<file path="src/rtl/fsm_stream_sched_if.sv">
// Host-side bundle for fsm_stream_sched: start/abort/din request plus status and results.
interface fsm_stream_sched_if #(
   parameter int WIDTH = 8
);
   localparam int CW = $clog2(WIDTH + 1);

   logic                 start;
   logic                 abort;
   logic [WIDTH-1:0]     din;
   logic                 busy;
   logic                 done;
   logic [2*WIDTH-1:0]   y_log;
   logic [CW-1:0]        match_cnt;
   logic [1:0]           last_y;

   modport master (
      output start, abort, din,
      input  busy, done, y_log, match_cnt, last_y
   );

   modport slave (
      input  start, abort, din,
      output busy, done, y_log, match_cnt, last_y
   );
endinterface

</file>
<file path="src/rtl/fsm_stream_sched.sv">
// Streams a captured word LSB-first into a Mealy detector after resetting it,
// logging every 2-bit response and counting those equal to CODE.
//
// state | meaning
// IDLE  | waiting for start; results from the last run hold
// INIT  | one cycle holding the detector in reset
// RUN   | WIDTH cycles, one serial bit per cycle, response logged each edge
// DONE  | one-cycle done pulse, then back to IDLE
module fsm_stream_sched #(
   parameter int         WIDTH = 8,
   parameter logic [1:0] CODE  = 2'b11
) (
   input  logic                 clk,
   input  logic                 reset,
   fsm_stream_sched_if.slave    host,
   output logic                 fsm_x,
   output logic                 fsm_rst,
   input  logic [1:0]           fsm_y
);
   localparam int CW = $clog2(WIDTH + 1);

   typedef enum logic [1:0] {IDLE, INIT, RUN, DONE} state_t;

   state_t               state_q, state_d;
   logic [WIDTH-1:0]     shreg_q, shreg_d;
   logic [CW-1:0]        idx_q, idx_d;
   logic [2*WIDTH-1:0]   y_log_q, y_log_d;
   logic [CW-1:0]        match_q, match_d;
   logic [1:0]           last_y_q, last_y_d;

   always_ff @(posedge clk) begin
      if (reset) begin
         state_q  <= IDLE;
         shreg_q  <= '0;
         idx_q    <= '0;
         y_log_q  <= '0;
         match_q  <= '0;
         last_y_q <= '0;
      end else begin
         state_q  <= state_d;
         shreg_q  <= shreg_d;
         idx_q    <= idx_d;
         y_log_q  <= y_log_d;
         match_q  <= match_d;
         last_y_q <= last_y_d;
      end
   end

   always_comb begin
      state_d  = state_q;
      shreg_d  = shreg_q;
      idx_d    = idx_q;
      y_log_d  = y_log_q;
      match_d  = match_q;
      last_y_d = last_y_q;
      unique case (state_q)
         IDLE: begin
            if (host.start) begin
               state_d  = INIT;
               shreg_d  = host.din;
               idx_d    = '0;
               y_log_d  = '0;
               match_d  = '0;
               last_y_d = '0;
            end
         end
         INIT: begin
            state_d = host.abort ? IDLE : RUN;
         end
         RUN: begin
            // The step on an aborting edge is still recorded.
            for (int k = 0; k < WIDTH; k++) begin
               if (idx_q == CW'(k)) begin
                  y_log_d[2*k +: 2] = fsm_y;
               end
            end
            last_y_d = fsm_y;
            if (fsm_y == CODE) begin
               match_d = match_q + CW'(1);
            end
            shreg_d = shreg_q >> 1;
            idx_d   = idx_q + CW'(1);
            if (host.abort) begin
               state_d = IDLE;
            end else if (idx_q == CW'(WIDTH - 1)) begin
               state_d = DONE;
            end
         end
         DONE: begin
            state_d = IDLE;
         end
         default: begin
            state_d = IDLE;
         end
      endcase
   end

   assign host.busy      = (state_q == INIT) || (state_q == RUN);
   assign host.done      = (state_q == DONE);
   assign host.y_log     = y_log_q;
   assign host.match_cnt = match_q;
   assign host.last_y    = last_y_q;

   assign fsm_x   = (state_q == RUN) && shreg_q[0];
   assign fsm_rst = reset || (state_q == INIT);
endmodule

</file>
<file path="src/flat_wrapper.sv">
// flat-port wrapper written by rule: the top's interface ports become plain ports
module fsm_stream_sched_flat 
#(
   parameter int         WIDTH = 8,
   parameter logic [1:0] CODE  = 2'b11
)
  (clk, reset, fsm_x, fsm_rst, fsm_y, host_start, host_abort, host_din, host_busy, host_done, host_y_log, host_match_cnt, host_last_y);
  fsm_stream_sched_if #(.WIDTH(WIDTH)) host_i ();
  input  logic clk;
  input  logic reset;
  output logic fsm_x;
  output logic fsm_rst;
  input  logic [1:0] fsm_y;
  input wire logic [$bits(host_i.start)-1:0] host_start;
  input wire logic [$bits(host_i.abort)-1:0] host_abort;
  input wire logic [$bits(host_i.din)-1:0] host_din;
  output wire logic [$bits(host_i.busy)-1:0] host_busy;
  output wire logic [$bits(host_i.done)-1:0] host_done;
  output wire logic [$bits(host_i.y_log)-1:0] host_y_log;
  output wire logic [$bits(host_i.match_cnt)-1:0] host_match_cnt;
  output wire logic [$bits(host_i.last_y)-1:0] host_last_y;
  assign host_i.start = host_start;
  assign host_i.abort = host_abort;
  assign host_i.din = host_din;
  assign host_busy = host_i.busy;
  assign host_done = host_i.done;
  assign host_y_log = host_i.y_log;
  assign host_match_cnt = host_i.match_cnt;
  assign host_last_y = host_i.last_y;
  fsm_stream_sched #(.WIDTH(WIDTH), .CODE(CODE)) u_core (.clk(clk), .reset(reset), .host(host_i), .fsm_x(fsm_x), .fsm_rst(fsm_rst), .fsm_y(fsm_y));
endmodule
</file>
<file path="config.mk">
export PLATFORM = sky130hd
export DESIGN_NAME = fsm_stream_sched_flat
export DESIGN_NICKNAME = d
export VERILOG_FILES = /design/src/rtl/fsm_stream_sched_if.sv /design/src/rtl/fsm_stream_sched.sv /design/src/flat_wrapper.sv
export SDC_FILE = /design/constraint.sdc
export NUM_CORES = 1
export LEC_CHECK = 0
export ABC_AREA = 1
export BUFFER_PORTS_ARGS = -buffer_cell sky130_fd_sc_hd__clkbuf_2
export CAP_MARGIN = 20
export CORE_MARGIN = 3
export CORE_UTILIZATION = 50
export CTS_BUF_LIST = sky130_fd_sc_hd__clkbuf_8
export CTS_CLUSTER_SIZE = 20
export DETAILED_ROUTE_END_ITERATION = 10
export MAX_ROUTING_LAYER = met4
export PLACE_DENSITY = 0.8
export SETUP_SLACK_MARGIN = 0.5
export SYNTH_ARGS = -nofsm -noshare
export SYNTH_HDL_FRONTEND = slang
export SYNTH_SLANG_ARGS = --single-unit
</file>
<file path="constraint.sdc">
create_clock -name clk -period 1.4 [get_ports clk]
set_input_delay 0.28 -clock clk [delete_from_list [all_inputs] [get_ports clk]]
set_output_delay 0.28 -clock clk [all_outputs]
set_load 0.01 [all_outputs]
</file>
==> flow_metrics.py <==
metrics = {
    "clocking": {
        "cts_buffers": 5,
        "cts_tree": "yes",
        "htree_levels": 2,
        "cts_buffer_depth": 2,
        "clk_root_buffer_cell": "clkbuf_8",
        "clkTransAtPathRegs_ns": 0.08,
        "cts.sinks": 36,
        "clk_latency_ns": 0.31,
    },
    "global_route": {
        "grt_max_degree": 21,
        "grt_usage_pct": 24.85,
        "first_global_vias": 1737,
        "gr-total-overflow": 0,
        "grt_pass1_wl_mm": 8.086,
        "antenna_found_initial": 0,
    },
    "sta": {
        "tightest_slew_ns": 0.4284,
        "setup_viol": 35,
        "grt_setup_unrepaired": "true",
        "maxSlewViolCount": 0,
        "fin_crit_ns": 1.564,
        "skew_ns": 0.008067,
        "timing.max_slew.rel_slack_pct": 71.22,
        "fin_ws_ns": -0.1642,
        "fmax_mhz": 639.3,
        "timing.final.crit_share_pct": 111.7,
        "hold_violations": 0,
    },
    "pwr": {
        "powerDensity_nw_per_um2": 1340,
        "p_switching_w": 0.001436,
        "pwr-share-clk_pct": 31.1,
        "p_sw_share_pct": 33.95,
        "internal_power_w": 0.002794,
        "pwr-share-seq_pct": 28.9,
        "ir_worst_vdd_mv": 0.8901,
        "p_comb_share_pct": 40.1,
        "leakage_nw": 1.373,
    },
    "synth": {
        "syn_inst": 246,
        "seq_area_frac_synth_pct": 39.81,
        "synth_cell_type_count": 21,
        "synth_fa_ha_area_share_pct": 6.911,
        "synth_xor_area_share_pct": 0,
        "synth.avg_cell_area_um2": 7.360,
        "ys_warn_count": 0,
        "syn_nets": 270,
        "synth_top_family_by_area": "simple AND/OR/NAND/NOR gates",
        "synth_seq_cells": 36,
        "netlist_area_um2": 1810,
        "synth_mux_area_share_pct": 0,
        "synth-compound-area-share_pct": 12.58,
        "synth-simple-area-share_pct": 30.06,
    },
    "cells_and_area": {
        "multi_input_area_um2": 1296,
        "fin_nets": 343,
        "regArea_um2": 760.7,
        "n_fill_cell": 110,
        "fin_area_um2": 3157,
        "drive_gt1_share_pct": 59.38,
        "diodes": 0,
        "final_cell_mix": "nand2_1, buf_6, dfxtp_2",
        "final_common_cell": "nand2_1",
        "area_delta_synth_final_pct": 74.36,
    },
    "detailed_routing": {
        "vias_per_cell": 5.967,
        "drt_wl_total_mm": 7.299,
        "drc": 0,
        "wl_per_cell_um": 19.94,
        "ant_nets": 0,
        "vias": 2184,
        "drt_iter0_markers": 217,
        "drtPass1Iterations": 5,
    },
    "floorplanning": {
        "coreArea_um2": 3416,
        "start_util_pct": 53.00,
        "io_pins": 40,
        "die_area_um2": 4379,
        "rows": 21,
        "dieWidth_um": 66.18,
        "fp.dieH_um": 66.18,
    },
    "critical_path": {
        "cp.required_ns": 1.64,
        "path_buf_inv": 3,
        "timing_worst_setup_path_type": "flop to flop",
        "path_cells": "inv_4 -> ha_4 -> buf_8 -> nand2_4 -> nand2_8 -> buf_12 -> nand2_1 -> nand3_1 -> a21oi_2",
        "cp-end-kind": "flop",
        "slowest_stage": "dfxtp_4",
        "critPathMaxStageDelay_ns": 0.39,
        "path_delay_family": "simple AND/OR/NAND/NOR gates",
        "start_kind": "flop",
        "cp.arrival_ns": 1.81,
        "worst-path-max-fanout": 10,
    },
    "run_status": {
        "status": "finished with violations",
        "violations": "negative setup slack",
    },
    "place": {
        "dpl_cell_area_um2": 2121,
        "dp_slack_ns": 0.01902,
        "dp_hpwl_mm": 2.842,
        "gp_congestion": 0.8277,
        "portBuffers": 39,
    },
    "job": {
        "maxCapViolCount": 0,
    },
    "hold_path": {
        "min_path_type": "input port to flop",
    },
}
[cells in the mapped netlist, drive strengths merged]
library cell / count / area [um2]
ha: 10 / 125.1
nand3: 38 / 190.2
a211oi: 1 / 12.51
clkinv: 1 / 3.750
nand2: 60 / 242.7
a21oi: 24 / 120.1
buf: 8 / 83.82
nor2: 24 / 90.09
or2: 1 / 6.260
inv: 25 / 93.84
dfxtp: 36 / 720.7
clkbuf: 3 / 11.26
nor3: 3 / 15.01
o211a: 7 / 70.07
o21ai: 5 / 25.02
[what timing repair did]
action	in CTS	in global routing
hold endpoints to repair	0	0
pin swaps	7	20
cloned	3	2
resized for setup	50	136
hold buffers	0	0
setup endpoints to repair	62	62
setup buffers	17	7
[sequential cells by signal, summed over array words and instances (netlist names)]
register	flops
u_core.state_q	2
u_core.host.match_cnt	4
u_core.host.last_y	2
u_core.host.y_log	16
u_core.shreg_q	8
u_core.idx_q	4
[cell families after synthesis]
logic type / count (synthesis)
AOI/OAI and AO/OA: 37
buffers and inverters: 37
DFF: 36
and+or+nand+nor: 126
adders and majority gates: 10
[power by group through the flow]
stage	logic, W	clock network (W)	registers, W
3_5_place_dp	0.000854	0	0.00121
6_report	0.00169	0.00131	0.00122
2_1_floorplan	0.000651	0	0.00120
4_1_cts	0.00115	0.00130	0.00120
5_1_grt	0.00179	0.00136	0.00123
3_3_place_gp	0.000840	0	0.00121
[tightest hold or removal path: stages]
cell and delay (ns):
clkbuf_2 0.09, nand3_2 0.08, a21oi_2 0.05
[metrics by stage]
step	total power (W)	hold slack (ns)	util, %	instances	TNS [ns]
after global routing	0.004384	0.2453	92.42	366	-4.264
final	0.004230	0.2363	92.42	366	-2.552
after detailed placement	0.002062	0.4600	62.09	329	0
after CTS	0.003639	0.2267	75.79	357	-0.9335
after global placement	0.002045	0.4600	62.09	329	0
after floorplan	0.001856	0.3491	-	246	0
[area by class of cell]
cell class | count | area share [%]
Timing Repair inverter | 1 | 0.3567
Clock inverter | 3 | 2.854
Timing Repair Buffer | 76 | 23.50
Clock buffer | 5 | 2.180
Multi-Input combinational cell | 173 | 41.06
Tap cell | 46 | 1.823
Inverter | 26 | 4.122
Sequential cell | 36 | 24.10
[path summary, 6_finish.rpt]
| path | from | to | slack, ns | cells past startpoint |
|---|---|---|---|---|
| min reg2reg | u_core.host.y_log[13] | u_core.host.y_log[13] | 0.48 | 2 |
| max | u_core.state_q[0] | u_core.host.y_log[1] | -0.16 | 9 |
| max reg2reg | u_core.state_q[0] | u_core.host.y_log[1] | -0.16 | 9 |
| min | host_din[7] | u_core.shreg_q[7] | 0.24 | 3 |
[per-layer routing]
metal	GRT usage [%]	wire (um)	vias to the layer above
met2	39.90	3691	147
met5	-	0	-
met1	29.88	2708	1046
met4	8.629	328	0
li1	-	-	950
met3	6.973	571	41
Power figures use the tool's default switching activity.
